`src/rtl/t_ff_pkg.sv`:
```
// Shared types for the toggle-flip-flop register bank.
package t_ff_pkg;

  localparam logic [1:0] MODE_HOLD_ENC   = 2'd0;
  localparam logic [1:0] MODE_TOGGLE_ENC = 2'd1;
  localparam logic [1:0] MODE_UP_ENC     = 2'd2;
  localparam logic [1:0] MODE_DOWN_ENC   = 2'd3;

  typedef enum logic [1:0] {
    MODE_HOLD   = MODE_HOLD_ENC,
    MODE_TOGGLE = MODE_TOGGLE_ENC,
    MODE_UP     = MODE_UP_ENC,
    MODE_DOWN   = MODE_DOWN_ENC
  } t_ff_mode_e;

endpackage

```
`src/rtl/t_ff_cell.sv`:
```
// Single-bit T flip-flop with a per-edge force override and a per-instance reset value.
module t_ff_cell (
  input  logic clk,
  input  logic reset_n,
  input  logic rst_val,
  input  logic t,
  input  logic force_en,
  input  logic force_val,
  output logic q
);

  // Toggle on t, unless a load/set/clear forces the bit this edge.
  always_ff @(posedge clk or negedge reset_n) begin
    // NOTE: state registers use non-blocking assignments so every cell samples pre-edge values.
    if (!reset_n)      q <= rst_val;
    else if (force_en) q <= force_val;
    else               q <= q ^ t;
  end

endmodule

```
`src/rtl/t_ff_bank_counter.sv`:
```
// WIDTH-bit register bank of T flip-flop cells acting as masked toggle
// register, up/down counter (wrapping or saturating) or loadable register.
module t_ff_bank_counter
  import t_ff_pkg::*;
#(
  parameter int               WIDTH       = 8,
  parameter logic [WIDTH-1:0] RESET_VALUE = '0,
  parameter bit               SATURATE    = 1'b0
) (
  input  logic             clk,
  input  logic             reset_n,
  input  logic             enable,
  input  logic [1:0]       mode,
  input  logic             load,
  input  logic [WIDTH-1:0] load_value,
  input  logic [WIDTH-1:0] t_mask,
  input  logic             sync_set,
  input  logic             sync_clear,
  output logic [WIDTH-1:0] q,
  output logic             at_max,
  output logic             at_min,
  output logic             wrap,
  output logic             sat
);

  t_ff_mode_e       mode_sel;
  logic [WIDTH-1:0] tv;
  logic [WIDTH-1:0] up_tv;
  logic [WIDTH-1:0] dn_tv;
  logic             force_en;
  logic [WIDTH-1:0] force_val;
  logic             wrap_next;
  logic             sat_next;

  assign mode_sel = t_ff_mode_e'(mode);
  assign at_max   = &q;
  assign at_min   = ~|q;

  // Ripple toggle vectors: bit i toggles when all lower bits are 1 (up) or 0 (down).
  always_comb begin
    logic ones;
    logic zeros;
    up_tv = '0;
    dn_tv = '0;
    ones  = 1'b1;
    zeros = 1'b1;
    for (int i = 0; i < WIDTH; i++) begin
      up_tv[i] = ones;
      dn_tv[i] = zeros;
      ones     = ones & q[i];
      zeros    = zeros & ~q[i];
    end
  end

  // Priority: clear, set, hold (!enable), load, then the selected mode.
  always_comb begin
    // NOTE: every output of this block gets a default first so no path can infer a latch.
    tv        = '0;
    force_en  = 1'b0;
    force_val = '0;
    wrap_next = 1'b0;
    sat_next  = 1'b0;
    if (sync_clear) begin
      force_en  = 1'b1;
      force_val = '0;
    end else if (sync_set) begin
      force_en  = 1'b1;
      force_val = '1;
    end else if (!enable) begin
      tv = '0;
    end else if (load) begin
      force_en  = 1'b1;
      force_val = load_value;
    end else begin
      case (mode_sel)
        MODE_TOGGLE: tv = t_mask;
        MODE_UP: begin
          if (at_max && SATURATE) begin
            sat_next = 1'b1;
          end else begin
            tv        = up_tv;
            wrap_next = at_max;
          end
        end
        MODE_DOWN: begin
          if (at_min && SATURATE) begin
            sat_next = 1'b1;
          end else begin
            tv        = dn_tv;
            wrap_next = at_min;
          end
        end
        default: tv = '0;
      endcase
    end
  end

  // One cell per bit; the reset value is taken bit by bit from RESET_VALUE.
  for (genvar i = 0; i < WIDTH; i++) begin : g_cell
    t_ff_cell u_cell (
      .clk       (clk),
      .reset_n   (reset_n),
      .rst_val   (RESET_VALUE[i]),
      .t         (tv[i]),
      .force_en  (force_en),
      .force_val (force_val[i]),
      .q         (q[i])
    );
  end

  // Event flags: one-cycle pulses reporting what the previous edge did.
  always_ff @(posedge clk or negedge reset_n) begin
    if (!reset_n) begin
      wrap <= 1'b0;
      sat  <= 1'b0;
    end else begin
      wrap <= wrap_next;
      sat  <= sat_next;
    end
  end

endmodule

```
`config.mk`:
```
export PLATFORM = sky130hd
export DESIGN_NAME = t_ff_bank_counter
export DESIGN_NICKNAME = d
export VERILOG_FILES = /design/src/rtl/t_ff_pkg.sv /design/src/rtl/t_ff_cell.sv /design/src/rtl/t_ff_bank_counter.sv
export SDC_FILE = /design/constraint.sdc
export NUM_CORES = 1
export LEC_CHECK = 0
export CORE_ASPECT_RATIO = 1.4
export CORE_UTILIZATION = 38
export CTS_CLUSTER_DIAMETER = 60
export DETAILED_ROUTE_END_ITERATION = 8
export PLACE_DENSITY = 0.7
export SYNTH_ARGS = -nofsm -noshare
export SYNTH_HDL_FRONTEND = slang
export SYNTH_SLANG_ARGS = --single-unit
```
`constraint.sdc`:
```
create_clock -name clk -period 4.2 [get_ports clk]
set_clock_uncertainty 0.2 [all_clocks]
set_input_delay 0.84 -clock clk [delete_from_list [all_inputs] [get_ports clk]]
set_output_delay 0.84 -clock clk [all_outputs]
set_load 0.02 [all_outputs]
```
# Yosys cells after proc, flatten, opt, wreduce, memory -nomap -nowiden
# Index checks and enable logic that the tools add are counted.
[word_totals]
reg_bits = 9
in_bits = 24
output_inout_bits = 12
word_cells = 68
[op_classes]
n_eq_ne = 3
muxes = 26
bitwise = 27
n_reduce_logical = 3
[ops]
columns = ["op", "count"]
rows = [
  ["$mux W8", 8],
  ["$pmux W8 S3", 1],
  ["$mux W1", 16],
  ["$and A1 B1 Y1", 12],
  ["$reduce_and A8 Y1", 1],
  ["$reduce_or A8 Y1", 1],
  ["$xor A1 B1 Y1", 8],
  ["$not A1 Y1", 7],
  ["$eq A2 B2 Y1 const B", 2],
  ["$eq A2 B1 Y1 const B", 1],
  ["$pmux W1 S2", 1],
  ["$logic_not A1 Y1", 1],
]

# Depth between registers and ports, before layout
# Gate-level depths: netlist of the first run.
[depth]
depth_word = 14
depth_mapped = 6
depth_no_buf = 4

# Worst setup path before layout of the first run
# No wires, ideal clock.
[synth_timing]
path_type = "input-to-reg"
startpoint = "input sync_set"
endpoint = "register g_cell[0].u_cell.q"
t_arrival_ns = 2.009
setup_slack_ns = 1.892
stages = 6
cell_sequence = "buf_4 > nor3b_4 > nand2_2 > buf_6 > or3_1 > a311oi_1"
[synth_via]
elab_chain_cells = 4
[synth_rtl]
columns = ["item", "line_no", "source"]
rows = [
  ["start: declaration", "t_ff_bank_counter.sv:17", "input logic sync_set,"],
  ["$mux W8", "t_ff_bank_counter.sv:66", "end else if (sync_set) begin"],
  ["$mux W8", "t_ff_bank_counter.sv:63", "if (sync_clear) begin"],
  ["$xor A1 B1 Y1", "t_ff_cell.sv:17", "else q <= q ^ t;"],
  ["$mux W1 (*)", "t_ff_cell.sv:16", "else if (force_en) q <= force_val;"],
  ["end signal: assignment", "t_ff_cell.sv:15", "if (!reset_n) q <= rst_val;"],
  ["end signal: assignment", "t_ff_cell.sv:16", ""],
  ["end signal: assignment", "t_ff_cell.sv:17", ""],
  ["end: declaration", "t_ff_cell.sv:9", "output logic q"],
]
# Every way passes the cells marked *; elsewhere a longest branch is shown, timed or not.

# Final worst setup path of the first run
[layout_timing]
startpoint = "input mode[1]"
endpoint = "register g_cell[6].u_cell.q"
[layout_via]
elab_chain_cells = 8
[layout_rtl]
columns = ["item", "line_no", "source"]
rows = [
  ["start: declaration", "t_ff_bank_counter.sv:13", "input logic [1:0] mode,"],
  ["$eq A2 B2 Y1 or $eq A2 B1 Y1 (tied branches)", "t_ff_bank_counter.sv:75", "case (mode_sel)"],
  ["$pmux W8 S3 (*)", "t_ff_bank_counter.sv:75", ""],
  ["$mux W8 (*)", "t_ff_bank_counter.sv:71", "end else if (load) begin"],
  ["$mux W8 (*)", "t_ff_bank_counter.sv:69", "end else if (!enable) begin"],
  ["$mux W8 (*)", "t_ff_bank_counter.sv:66", ""],
  ["$mux W8 (*)", "t_ff_bank_counter.sv:63", ""],
  ["$xor A1 B1 Y1 (*)", "t_ff_cell.sv:17", ""],
  ["$mux W1 (*)", "t_ff_cell.sv:16", ""],
  ["end signal: assignment", "t_ff_cell.sv:15", ""],
  ["end signal: assignment", "t_ff_cell.sv:16", ""],
  ["end signal: assignment", "t_ff_cell.sv:17", ""],
  ["end: declaration", "t_ff_cell.sv:9", ""],
]
# Marks and branches as above.

==> results of run 1 <==
registers in the layout, indices dropped and copies added (netlist names):
name and cells:
g_cell.u_cell.q 8, wrap 1
synth_stat cells, types with 3 or more instances:
| library cell | number | area (um2) |
|---|---|---|
| nor3_1 | 9 | 45.0 |
| nand3_1 | 3 | 15.0 |
| dfrtp_1 | 9 | 225 |
| nand4_1 | 5 | 31.3 |
| nor2_1 | 13 | 48.8 |
| buf_4 | 11 | 82.6 |
| a311oi_1 | 4 | 35.0 |
| buf_2 | 4 | 20.0 |
| a211o_1 | 5 | 43.8 |
| inv_1 | 5 | 18.8 |
| a311o_1 | 3 | 30.0 |
| mux2i_1 | 3 | 30.0 |
| nand2_1 | 4 | 15.0 |
layer usage:
layer | share of wire (%) | wire length, um
met5 | 0 | 0
met4 | 1.4 | 36
met2 | 55 | 1370
met3 | 4.1 | 102
met1 | 40 | 998
per-stage QoR:
step	setup WS [ns]	instances	utilization (%)	cell area, um2	power [W]
after detailed placement	0.951	168	50.2	1210	0.000214
after global routing	1.02	172	51.3	1240	0.000300
final	1.18	172	51.3	1240	0.000283
after CTS	1.20	172	51.3	1240	0.000285
after floorplan	1.89	121	-	972	0.000179
after global placement	1.03	168	50.2	1210	0.000212
critical path, cell delays in order:
cell and delay (ns):
clkdlybuf4s50_1 0.61, nor2b_1 0.68, a221oi_1 0.22, or4_1 0.49, a31oi_1 0.16
kinds of logic (layout without fill, tap and decap cells):
group	count (synthesis)	count (layout)	share of synthesized area, %
multiplexers	3	3	3.09
AND/OR/NAND/NOR	51	51	31.4
XOR/XNOR	1	1	0.901
AO/OA/AOI/OAI	30	30	24.6
other	1	1	0.386
buffers and inverters	26	43	16.5
flip-flops	9	9	23.2
power by group through the flow:
stage	sequential [W]	combinational, W	clock [W]
2_1_floorplan	0.000102	0.0000768	0
3_3_place_gp	0.000110	0.000103	0
3_5_place_dp	0.000111	0.000104	0
4_1_cts	0.000109	0.000104	0.0000722
5_1_grt	0.000111	0.000113	0.0000766
6_report	0.000109	0.000104	0.0000707
final cells by class:
class	instances	area (um2)	share of cell area [%]
clock buffer	4	26.3	2.12
timing repair buffer	34	340	27.4
multi-input combinational	86	587	47.3
sequential	9	225	18.2
tap	34	42.5	3.43
inverter	5	18.8	1.51
worst paths after layout:
kind / to / slack, ns / depth (start not counted)
max: g_cell[6].u_cell.q$_DFF_PN0_ / 1.18 / 5
min: g_cell[6].u_cell.q$_DFF_PN0_ / 0.44 / 2
max reg2reg: g_cell[6].u_cell.q$_DFF_PN0_ / 2.27 / 4
min reg2reg: g_cell[6].u_cell.q$_DFF_PN0_ / 0.44 / 2
max in group asynchronous: g_cell[4].u_cell.q$_DFF_PN0_ / 2.78 / 1
min in group asynchronous: g_cell[1].u_cell.q$_DFF_PN0_ / 0.70 / 1
==> flow_metrics.py, run 1 <==
metrics = {
    "synth": {
        "synth_top_flop_cell": "dfrtp_1",
        "synth_nets": 145,
        "syn_inst": 121,
        "ys_async_sr_fraction_pct": 100,
        "synth-warning-count": 0,
        "yosysSeqAreaShare_pct": 23.2,
        "syn-mean-instance-area_um2": 8.03,
        "ys_ff_latch": 9,
        "netlist_area_um2": 972,
        "yosysUniqueCellTypes": 46,
        "synth_edf_count": 0,
    },
    "global_routing": {
        "grt_max_degree": 14,
        "grt_most_used_layer": "met2",
        "grt_usage_pct": 19.8,
        "grt_pass1_wl_mm": 4.08,
        "grt-ovfl-total": 0,
        "grt_pass1_vias": 960,
        "met2_usage_pct": 35.3,
        "antenna_found_initial": 0,
        "grt_use_met1_pct": 22.5,
        "grt_use_met3_pct": 1.16,
    },
    "die": {
        "die_h_um": 61.8,
        "core_mm2": 0.00242,
        "num_io_pins": 36,
        "rows": 21,
        "dieArea_mm2": 0.00277,
        "die_w_um": 44.8,
        "floorplan.initialDensity_pct": 40.2,
    },
    "cts": {
        "post_cts_resized": 0,
        "numCtsBuffers": 3,
        "clk_pin_slew_worst_paths_ns": 0.07,
        "cts.sinks": 9,
        "clockBufferDepth": 2,
        "clock_latency_ns": 0.26,
        "cts.hold.buffers_added": 0,
        "postCtsSetupBuffers": 0,
        "htree_levels": 1,
        "cts_tree": "yes",
        "clock-root-buffer": "clkbuf_4",
    },
    "sta": {
        "slew_viol_final": 0,
        "rsz0062_at_grt": "no",
        "tightest_slew_ns": 0.747,
        "post-route-min-period_ns": 3.02,
        "setup-tns-final_ns": 0,
        "hold_viol": 0,
        "setup_viol": 0,
        "finalCritPeriodShare_pct": 71.9,
        "fmax_mhz": 331,
        "slew_headroom_pct": 50.1,
        "hold_slack_ns": 0.443,
    },
    "power_and_ir_drop": {
        "power_density_mw_per_mm2": 229,
        "p_sw_w": 0.0000994,
        "combPwrFrac_pct": 36.5,
        "clkPwrFrac_pct": 24.9,
        "leakage_nw": 0.476,
        "peakVddDrop_mv": 0.132,
        "p_seq_share_pct": 38.5,
        "swShare_pct": 35.1,
        "p_int_w": 0.000184,
    },
    "finish": {
        "final_net_count": 163,
        "fillers": 245,
        "n_antenna_cell": 0,
        "drive_gt1_share_pct": 5.80,
        "area_growth_syn_to_layout_pct": 27.5,
        "layout_common_cells": "34 x clkdlybuf4s50_1, 13 x nor2_1, 9 x nor3_1, 9 x dfrtp_1",
        "final_common_cell": "clkdlybuf4s50_1",
    },
    "route": {
        "drtAntennaViolNets": 0,
        "drt_iter0_markers": 47,
        "finalWirelength_mm": 2.51,
        "vias": 1012,
        "first_pass_iters": 6,
        "wl_per_cell_um": 14.6,
        "drc": 0,
        "viasPerCell": 5.88,
    },
    "critical_path": {
        "required_ns": 4.19,
        "r2r-start": "g_cell[0].u_cell.q$_DFF_PN0_",
        "worstSetupStartpoint": "mode[1]",
        "crit_type": "input pin to flop",
        "critPathLaunchType": "input pin",
        "critPathMaxFanout": 13,
        "cp.arrival_ns": 3.01,
        "endpoint_kind": "flop",
    },
    "placed_design": {
        "gp_congestion": 0.804,
        "portBuffers": 34,
        "dp_hpwl_mm": 1.90,
    },
    "run": {
        "drv_cap": 0,
    },
    "status": {
        "outcome": "finished clean",
    },
    "hold_path": {
        "min_from": "g_cell[6].u_cell.q$_DFF_PN0_",
        "hold_class": "flop to flop",
    },
}
Note: power is estimated with default switching activity, not from simulation.
==> inputs of run 2 (changes only) <==
--- a/config.mk
+++ b/config.mk
@@ -9,7 +9,7 @@
 export CORE_UTILIZATION = 38
 export CTS_CLUSTER_DIAMETER = 60
 export DETAILED_ROUTE_END_ITERATION = 8
-export PLACE_DENSITY = 0.7
+export PLACE_DENSITY = 0.73
 export SYNTH_ARGS = -nofsm -noshare
 export SYNTH_HDL_FRONTEND = slang
 export SYNTH_SLANG_ARGS = --single-unit
==> constraint.sdc (replaced) <==
create_clock -name clk -period 2.6 [get_ports clk]
set_clock_uncertainty 0.2 [all_clocks]
set_input_delay 0.52 -clock clk [delete_from_list [all_inputs] [get_ports clk]]
set_output_delay 0.52 -clock clk [all_outputs]
set_load 0.02 [all_outputs]
==> run 2 against run 1 <==
  * Sequential share of layout area is 1.5 points lower
  * Worst hold slack lost 0.079 ns
  * Combinational power increased by 89%
==> flow_metrics.py, run 2 (synthesis results as in run 1) <==
metrics = {
    "status": {
        "outcome": "finished clean",
    },
    "power_and_ir_drop": {
        "power_density_mw_per_mm2": 358,
        "peakVddDrop_mv": 0.191,
        "leakage_nw": 0.546,
        "power_w": 0.000484,
    },
    "sta": {
        "setup-tns-final_ns": 0,
        "hold_slack_ns": 0.364,
        "post-route-min-period_ns": 2.48,
        "rsz0062_at_grt": "no",
        "hold_viol": 0,
        "slew_viol_final": 0,
        "setup_viol": 0,
        "fin_ws_ns": 0.118,
        "finalCritPeriodShare_pct": 95.5,
        "fmax_mhz": 403,
    },
    "critical_path": {
        "critPathBufInv": 1,
        "cp.depth": 3,
        "cp.arrival_ns": 1.76,
        "critPathMaxFanout": 7,
        "cp_cell_sequence": "nor3_4 -> and3_1 -> clkdlybuf4s50_1",
        "reg2regPathDepth": 4,
        "crit_type": "flop to primary output",
        "critPathMaxStageDelay_ns": 0.60,
        "cp_slowest_cell": "clkdlybuf4s50_1",
        "required_ns": 1.88,
        "endpoint_kind": "primary output",
        "critPathLaunchType": "flop",
        "cp_top_family": "buffers and inverters",
    },
    "route": {
        "vias": 1093,
        "wl_per_cell_um": 14.8,
        "drtAntennaViolNets": 0,
        "first_pass_iters": 4,
        "drc": 0,
        "finalWirelength_mm": 2.75,
        "viasPerCell": 5.88,
        "drt_iter0_markers": 27,
    },
    "global_routing": {
        "grt_pass1_vias": 1095,
        "grt-ovfl-total": 0,
        "grt_pass1_wl_mm": 4.60,
        "grt_usage_pct": 22.8,
        "antenna_found_initial": 0,
        "grt_max_degree": 11,
    },
    "die": {
        "floorplan.initialDensity_pct": 40.2,
        "die_h_um": 61.8,
        "num_io_pins": 36,
        "rows": 21,
        "dieArea_mm2": 0.00277,
        "die_w_um": 44.8,
        "core_mm2": 0.00242,
    },
    "cts": {
        "clk_pin_slew_worst_paths_ns": 0.07,
        "clock-root-buffer": "clkbuf_4",
        "clock_latency_ns": 0.27,
        "cts_tree": "yes",
        "clockBufferDepth": 2,
        "cts.sinks": 9,
        "numCtsBuffers": 3,
        "htree_levels": 1,
    },
    "hold_path": {
        "hold_class": "input pin to asynchronous set/reset pin",
    },
    "placed_design": {
        "gp_congestion": 0.915,
        "place_ws_ns": 0.162,
        "dp_hpwl_mm": 2.08,
        "numPlacedInstances": 182,
        "portBuffers": 34,
    },
    "finish": {
        "largest_register_ffs": 8,
        "drive_gt1_share_pct": 14.5,
        "n_antenna_cell": 0,
        "final_common_cell": "clkdlybuf4s50_1",
        "layout_common_cells": "34 x clkdlybuf4s50_1, 14 x buf_4, 13 x nor2_1",
        "regMostFlops": "g_cell.u_cell.q",
        "stdcell_count": 186,
        "fillers": 240,
        "biggestRegsByFlops": "g_cell.u_cell.q x8, wrap x1",
        "area_growth_syn_to_layout_pct": 39.0,
        "final_net_count": 177,
    },
    "run": {
        "drv_cap": 0,
    },
}
-- run 2: cell count changes in the layout (fill, tap and decap cells not counted) --
cell    change
buf_4      +14
nor3_4      +1
nor3_2      -1
-- run 2: worst paths after layout --
path	start	end	slack, ns
setup / recovery	g_cell[3].u_cell.q$_DFF_PN0_	at_min	0.12
hold / removal	reset_n	g_cell[6].u_cell.q$_DFF_PN0_	0.36
setup reg to reg	g_cell[0].u_cell.q$_DFF_PN0_	g_cell[6].u_cell.q$_DFF_PN0_	0.69
hold reg to reg	g_cell[6].u_cell.q$_DFF_PN0_	g_cell[6].u_cell.q$_DFF_PN0_	0.42
max in group asynchronous	reset_n	g_cell[1].u_cell.q$_DFF_PN0_	1.51
min in group clk	g_cell[6].u_cell.q$_DFF_PN0_	g_cell[6].u_cell.q$_DFF_PN0_	0.42
-- run 2: area by class of cell --
class | instances | area, um2 | area share (%)
inverter | 5 | 18.8 | 1.39
timing repair buffer | 48 | 445 | 33.0
multi-input combinational | 86 | 593 | 43.9
sequential | 9 | 225 | 16.7
clock buffer | 4 | 26.3 | 1.94
tap | 34 | 42.5 | 3.15
-- run 2: stage by stage --
stage          area (um2)  util [%]
2_1_floorplan         972         -
3_3_place_gp         1320      54.6
3_5_place_dp         1320      54.6
4_1_cts              1350      55.6
5_1_grt              1350      55.9
6_report             1350      55.9
-- run 2: report_power, final --
group          switching, W  internal (W)  total (W)
logic             0.0000929      0.000104   0.000197
registers         0.0000200      0.000151   0.000171
clock network     0.0000560     0.0000594   0.000115
-- run 2: repair_timing --
item                                    in CTS  in global routing
setup buffers                                0                  0
resized for setup                            0                  1
hold buffers                                 0                  0
endpoints found under the setup margin       0                  1
-- run 2: worst register-to-register path, stage by stage (launching register included) --
cell      delay, ns
dfrtp_1        0.48
and4bb_2       0.41
a221oi_1       0.11
or4_1          0.48
a31oi_1        0.16
-- run 2: per-layer routing --
metal	global-route usage (%)	share of wire, %	vias to the layer above
met5	0	0	-
met4	14.7	2.0	0
met3	0.867	4.5	6
met2	40.5	53	43
met1	26.5	40	526
li1	-	-	518
